## config.mk

```make
export PLATFORM = sky130hd
export DESIGN_NAME = ex_mem_stage
export DESIGN_NICKNAME = d
export VERILOG_FILES = /design/src/rtl/ex_mem_stage.sv
export SDC_FILE = /design/constraint.sdc
export NUM_CORES = 1
export LEC_CHECK = 0
export CAP_MARGIN = 5
export CORE_UTILIZATION = 48
export DETAILED_ROUTE_END_ITERATION = 8
export GPL_ROUTABILITY_DRIVEN = 0
export HOLD_SLACK_MARGIN = 0.1
export PLACE_DENSITY = 0.81
export SYNTH_ARGS = -nofsm -noshare
export SYNTH_HDL_FRONTEND = slang
export SYNTH_SLANG_ARGS = --single-unit
```

## constraint.sdc

```tcl
create_clock -name clk -period 2.84 [get_ports clk]
set_input_delay 0.426 -clock clk [delete_from_list [all_inputs] [get_ports clk]]
set_output_delay 0.426 -clock clk [all_outputs]
set_load 0.05 [all_outputs]
```

## src/rtl/ex_mem_stage.sv

```systemverilog
// EX->MEM pipeline register: 2-entry skid buffer with valid/ready handshakes,
// flush, and a saturating overflow counter. Define EX_MEM_OVF_TRAP_EN to enable precise overflow traps.
module ex_mem_stage #(
    parameter int DW = 64,
    parameter int RW = 5,
    parameter int CW = 16
) (
    input  logic          clk,
    input  logic          reset,
    input  logic          flush,
    input  logic          in_valid,
    output logic          in_ready,
    input  logic [DW-1:0] in_result,
    input  logic          in_zero,
    input  logic          in_overflow,
    input  logic [RW-1:0] in_rd,
    input  logic          in_reg_write,
    input  logic          in_mem_read,
    input  logic          in_mem_write,
    input  logic [DW-1:0] in_store_data,
    input  logic [DW-1:0] in_pc,
    output logic          out_valid,
    input  logic          out_ready,
    output logic [DW-1:0] out_result,
    output logic          out_zero,
    output logic          out_overflow,
    output logic [RW-1:0] out_rd,
    output logic          out_reg_write,
    output logic          out_mem_read,
    output logic          out_mem_write,
    output logic [DW-1:0] out_store_data,
    output logic [DW-1:0] out_pc,
    output logic [CW-1:0] ovf_count,
    output logic          trap,
    output logic [DW-1:0] trap_pc,
    input  logic          trap_ack
);

    typedef struct packed {
        logic [DW-1:0] result;
        logic          zero;
        logic          overflow;
        logic [RW-1:0] rd;
        logic          reg_write;
        logic          mem_read;
        logic          mem_write;
        logic [DW-1:0] store_data;
        logic [DW-1:0] pc;
    } entry_t;

    typedef enum logic {RUN, TRAP} state_t;

    entry_t        head_q, head_d, skid_q, skid_d, in_entry;
    logic [1:0]    count_q, count_d;
    logic [CW-1:0] ovf_count_q, ovf_count_d;
    state_t        state_q, state_d;
    logic          trap_q, trap_d;
    logic [DW-1:0] trap_pc_q, trap_pc_d;
    logic          push, pop;

    assign in_ready  = (count_q != 2'd2) && (state_q == RUN);
    assign out_valid = (count_q != 2'd0);
    assign push      = in_valid && in_ready;
    assign pop       = out_valid && out_ready;

    always_comb begin
        in_entry.result     = in_result;
        in_entry.zero       = in_zero;
        in_entry.overflow   = in_overflow;
        in_entry.rd         = in_rd;
        in_entry.reg_write  = in_reg_write;
        in_entry.mem_read   = in_mem_read;
        in_entry.mem_write  = in_mem_write;
        in_entry.store_data = in_store_data;
        in_entry.pc         = in_pc;
`ifdef EX_MEM_OVF_TRAP_EN
        // The trapping instruction must not retire any architectural side effect.
        if (in_overflow) begin
            in_entry.reg_write = 1'b0;
            in_entry.mem_write = 1'b0;
        end
`endif
    end

    // Head lives in its own register so out_* hold the last popped entry when empty.
    always_comb begin
        head_d  = head_q;
        skid_d  = skid_q;
        count_d = count_q;
        if (flush) begin
            count_d = 2'd0;
        end else begin
            case ({push, pop})
                2'b10: begin
                    if (count_q == 2'd0) head_d = in_entry;
                    else                 skid_d = in_entry;
                    count_d = count_q + 2'd1;
                end
                2'b01: begin
                    if (count_q == 2'd2) head_d = skid_q;
                    count_d = count_q - 2'd1;
                end
                2'b11: head_d = in_entry;
                default: ;
            endcase
        end
    end

    always_comb begin
        ovf_count_d = ovf_count_q;
        if (push && in_overflow && (ovf_count_q != {CW{1'b1}}))
            ovf_count_d = ovf_count_q + CW'(1);
    end

`ifdef EX_MEM_OVF_TRAP_EN
    always_comb begin
        state_d   = state_q;
        trap_d    = trap_q;
        trap_pc_d = trap_pc_q;
        case (state_q)
            RUN: if (push && in_overflow) begin
                state_d   = TRAP;
                trap_d    = 1'b1;
                trap_pc_d = in_pc;
            end
            TRAP: if (trap_ack) begin
                state_d = RUN;
                trap_d  = 1'b0;
            end
            default: state_d = RUN;
        endcase
    end
`else
    logic unused_trap_ack;
    assign unused_trap_ack = trap_ack;

    always_comb begin
        state_d   = RUN;
        trap_d    = 1'b0;
        trap_pc_d = '0;
    end
`endif

    always_ff @(posedge clk) begin
        if (reset) begin
            head_q      <= '0;
            skid_q      <= '0;
            count_q     <= 2'd0;
            ovf_count_q <= '0;
            state_q     <= RUN;
            trap_q      <= 1'b0;
            trap_pc_q   <= '0;
        end else begin
            head_q      <= head_d;
            skid_q      <= skid_d;
            count_q     <= count_d;
            ovf_count_q <= ovf_count_d;
            state_q     <= state_d;
            trap_q      <= trap_d;
            trap_pc_q   <= trap_pc_d;
        end
    end

    assign out_result     = head_q.result;
    assign out_zero       = head_q.zero;
    assign out_overflow   = head_q.overflow;
    assign out_rd         = head_q.rd;
    assign out_reg_write  = head_q.reg_write;
    assign out_mem_read   = head_q.mem_read;
    assign out_mem_write  = head_q.mem_write;
    assign out_store_data = head_q.store_data;
    assign out_pc         = head_q.pc;
    assign ovf_count      = ovf_count_q;
    assign trap           = trap_q;
    assign trap_pc        = trap_pc_q;

endmodule

```

[Word-level counts from Yosys, hierarchy flattened]
Index checks and enable logic that the tools add are counted.
Word-level totals
  register bits after elaboration: 422
  output and inout port bits: 285
  input bits: 208
  logic and storage cells: 48
Cells by class
  equal/unequal tests: 8
  add/sub/neg operators: 3
  mux-type cells: 4
  reductions and logical operators: 11
  bitwise operators: 2
Operators with widths (count)
  one-hot mux 202 bit (3 select lines): 1
  two-way mux 202 bit: 2
  adder 16 x 1 -> 16 bit (second input constant): 1
  != test 16 bit (second input constant): 1
  == test 2 bit (second input constant): 3
  != test 2 bit (second input constant): 3
  logical AND 1 bit: 4
  one-hot mux 2 bit (2 select lines): 1
  AND reduction 4 bit: 1
  nonzero test 2 bit: 2
  AND reduction 3 bit: 1
  nonzero test 3 bit: 1
  adder 2 x 1 -> 2 bit (second input constant): 1
  == test 2 x 1 -> 1 bit (second input constant): 1
  logical NOT 2 bit: 1
  inverter 1 bit: 2
  OR reduction 2 bit: 1
  subtractor 2 x 1 -> 2 bit (second input constant): 1

[Depth between registers and ports, before layout]
Gate-level depths: netlist of the first run.
  word-level depth: 5
  depth in mapped cells: 11
  mapped depth without buffers: 9

[Least setup slack after synthesis of the first run]
No wires, ideal clock.
  path kind: reg-to-reg
  start: register count_q[0]
  end: register head_q, in the netlist out_pc[0]
  path slack: 0.291 ns
  clock period less this slack: 2.549 ns
  data required time: 2.754 ns
  path buffers: 2
  library setup time: 0.086 ns
  cell stages (with the launch flop): 11
  arrival time: 2.463 ns
  cell sequence: dfxtp_1 -> nand2b_2 -> and2_1 -> ha_1 -> nor2_1 -> nand3_1 -> a21oi_1 -> clkbuf_1 -> clkbuf_1 -> nor2_1 -> a211oi_1
Between the ends
  cells in the longest elaborated chain, start to end: 5
  elaborated cells between the ends (all ways): 14
  classes of those cells: eq/ne: 7; mux: 1; reduce/logical: 6
RTL lines
  start: declaration: RTL line 54  | logic [1:0] count_q, count_d;
  start signal: assignment: RTL line 156  | count_q <= count_d;
  != test 2 bit (*): RTL line 61  | assign in_ready = (count_q != 2'd2) && (state_q == RUN);
  named net in_ready: RTL line 12  | output logic in_ready,
  logical AND 1 bit (*): RTL line 63  | assign push = in_valid && in_ready;
  == test 2 x 1 -> 1 bit / == test 2 bit (equally long branches): RTL line 93  | case ({push, pop})
  != test 2 bit (no line) / nonzero test 3 bit (equally long branches)
  AND reduction 4 bit (no line)
  end signal: assignment: RTL line 146  | head_q <= '0;
  end signal: assignment: RTL line 154  | head_q <= head_d;
  end: declaration: RTL line 53  | entry_t head_q, head_d, skid_q, skid_d, in_entry;
Mark *: on every way through the listed nets, which the timed path passes. The rest lies on a longest branch.
A chain may end at the register's enable or synchronous reset.

[Worst setup path in the final report of the first run]
  start: register count_q[0]
  end: output port out_valid
Between the ends
  cells in the longest elaborated chain, start to end: 1
RTL lines
  nonzero test 2 bit: RTL line 62  | assign out_valid = (count_q != 2'd0);
  end: declaration: RTL line 22  | output logic out_valid,
Every way passes these cells.

==> results of run 1 <==
-- stage by stage --
stage	utilization	power [mW]	instance area [um2]	instances	setup slack [ns]
detailed placement	0.626	9.31	21700	2720	0.0419
finish	0.666	14.8	23100	2801	0.413
CTS	0.666	14.9	23100	2798	0.388
floorplan	-	8.29	17200	2018	0.291
global placement	0.626	9.25	21700	2720	0.204
global route	0.666	15.3	23100	2801	0.220
-- layout make-up --
class	count	area (um2)	area share
Clock inverter	10	103	0.00445
Multi-Input combinational cell	1366	7640	0.331
Tap cell	455	569	0.0247
Sequential cell	422	8450	0.366
Clock buffer	68	1300	0.0565
Antenna cell	3	7.51	0.000325
Inverter	6	22.5	0.000976
Timing Repair Buffer	471	4980	0.216
-- how the worst max path moves through the flow --
| stage | endpoint | slack [ns] | depth (start not counted) | start |
|---|---|---|---|---|
| floorplan | out_pc[0] | 0.29 | 10 | count_q[0] |
| CTS | out_valid | 0.39 | 3 | count_q[0] |
| finish | out_valid | 0.41 | 3 | count_q[0] |
| global route | out_result[29] | 0.22 | 11 | count_q[0] |
| global placement | out_rd[0] | 0.20 | 11 | out_ready |
| detailed placement | out_result[15] | 0.04 | 11 | out_ready |
-- power by group through the flow --
| stage | registers (mW) | logic [mW] | clock network (mW) |
|---|---|---|---|
| 2_1_floorplan | 7.27 | 1.01 | 0 |
| 6_report | 6.37 | 2.82 | 5.56 |
| 3_3_place_gp | 6.48 | 2.77 | 0 |
| 4_1_cts | 6.37 | 2.83 | 5.67 |
| 3_5_place_dp | 6.50 | 2.81 | 0 |
| 5_1_grt | 6.40 | 2.97 | 5.91 |
-- layout by cell type, fill, tap and decap left out, drive strengths merged, types with 3 or more instances in the layout --
master	instances
clkbuf	68
buf	46
clkinv	7
dfxtp	422
ha	3
nand3	6
diode	3
xnor2	14
a21oi	205
clkdlybuf4s50	425
conb	65
nor4	5
nand2	410
nor2	222
inv	6
nor3	9
a211oi	203
o21ai	3
nand4	3
mux2i	202
-- flip-flops by register name, indices dropped and copies added (netlist names) --
name,count
out_mem_write,1
out_rd,5
out_overflow,1
out_reg_write,1
ovf_count,16
skid_q,202
out_result,64
out_pc,64
out_mem_read,1
out_store_data,64
count_q,2
out_zero,1
-- layer usage --
layer	GRT usage	up-vias
met5	0	-
met4	0.138	0
met3	0.0607	139
met2	0.419	520
met1	0.282	7023
li1	-	7277
-- kinds of logic (layout without fill, tap and decap cells) --
family,count (synthesis),in the layout
xor+xnor,15,15
fa+ha+maj,3,3
compound gates,412,412
flops,422,422
other cells,1,68
buf+inv,230,555
simple gates,669,669
mux,202,202
==> results.txt, run 1 <==
outcome: complete, no violations
sequential cell area fraction in the yosys report: 0.499
post-CTS setup buffer count: 0
Initial Utilization: 0.489
relative slew slack: 0.436
hold_ws: 0.408 ns
Final setup viols: 0
Layout area overhead: 36.3%
crit-path cells: nor2_1 > inv_1 > clkdlybuf4s50_1
gr ovfl total: 0
Num CTS Buffers: 44
Clk network pwr share: 0.377
Worst Path Max Fanout: 6
Synth top cells by count: dfxtp_1 (422), nand2_1 (410), nor2_1 (222), a21oi_1 (205), a211oi_1 (203)
power per cell area: 640 nW/um2
DR top layer: met4
first-pass GRT wire length: 72700 um
min-delay src: reset
slowest stage delay, CP: 0.84 ns
Clock Latency Late Sink: 0.52 ns
Metal-1 WL: 18100 um
vias: 15.0k
crit end category: output pin
WS Path Type: reg -> out
port buffer count: 426
initial DRC count: 664
routed wl met3: 3470 um
nets: 2522
number of global-route vias before repair: 14.3k
Detailed Place HPWL: 31500 um
Routed Antenna Nets: 0
Die H: 190 um
period utilization: 0.855
largest net degree at the start of global routing: 100
final hold violations: 0
DRT Pass-1 Iters: 5
Slew Viols, Final: 0
reg2reg setup slack: 0.42 ns
mux share of post-synthesis cell area: 0.119
WHS Path Cells: 2
Syn Area/Cell: 8.67 um2
WL final: 46400 um
Min Clock Period, post-route: 2.43 ns
FFs w/ async S/R, synth: 0
Setup TNS: 0 ns
switching power: 4.20 mW
clk root buf: clkbuf_16
Worst R2R End: out_result[46]
Rows: 68
number of flops mapped to enable cells by yosys: 0
layout cell share with drive strength beyond 1: 0.0491
initial antenna violation count: 3
Switching Fraction: 0.285
VDD IR max: 0.490 mV
Avg Vias per Cell: 5.34
CTS sink count: 422
Clock Tree Buf Depth: 3
Hold WC Path Type: in -> reg
largest family of logic cells by synthesized area: simple AND/OR/NAND/NOR gates
Post-Syn Instances: 1954
core area: 34600 um2
die area: 36000 um2
Area contributors post-synth: dfxtp_1 (50%), mux2i_1 (12%), nand2_1 (9.1%), a211oi_1 (9.0%), a21oi_1 (6.1%)
Ports: 493
Post-synth top flop: dfxtp_1
filler instances: 2694
CTS tree: yes
worst endpoint required time: 2.41 ns
r2r worst-path depth: 10
met2 wire length: 22300 um
Synth Area in Compound Gates: 0.152
Hold Path End: skid_q[174]
Post-Synth XOR/XNOR Area: 0.00776
Comb power frac: 0.191
global-route usage over all layers: 0.246
Buf/Inv on CP: 2
Worst-path clk slew: 0.06 ns
Yosys reg bits: 422
RSZ-0062 raised after global routing: no
Hold Buf Count CTS: 0
Fmax: 412 MHz
htree depth: 2
crit path DAT: 2.00 ns
sequential power share: 0.432
post_cts resized: 0
adder-cell area share of the yosys netlist: 0.00222
Synth top area share: 0.499
max_cap viols: 0
Setup crit start kind: register
Worst R2R Start: count_q[0]
Critical-path top delay cell: clkdlybuf4s50_1
Chip Width: 190 um
Post-Synth Simple-Gate Area: 0.154
# DRC: 0
cell with the most instances after synthesis: dfxtp_1
leakage power: 7.70 nW
number of distinct library cells after synthesis: 32
yosys warns: 0
Final Skew: 0.0128 ns
post-synth top area cell: dfxtp_1
Netlist Area Pre-Place: 16900 um2
slew of the pin with the lowest slew margin: 0.838 ns
average wire per standard cell: 16.6 um
Internal: 10.6 mW
critical path's top delay family: buffers and inverters
No activity file was read; power rests on OpenSTA's default activity.
==> run 2: changes to the inputs <==
==> constraint.sdc (replaced) <==
create_clock -name clk -period 2.84 [get_ports clk]
set_input_delay 0.426 -clock clk [delete_from_list [all_inputs] [get_ports clk]]
set_output_delay 0.426 -clock clk [all_outputs]
set_load 0.005 [all_outputs]
==> results of run 2 <==
The final DEF is identical to that of run 1. Status: complete, no violations.
Main changes from that run: setup slack after layout 0.413 ns -> 0.422 ns; end point of the critical path out_valid -> out_result[46]; total power 14.8 mW -> 13.8 mW; worst IR drop on VDD 0.490 mV -> 0.468 mV
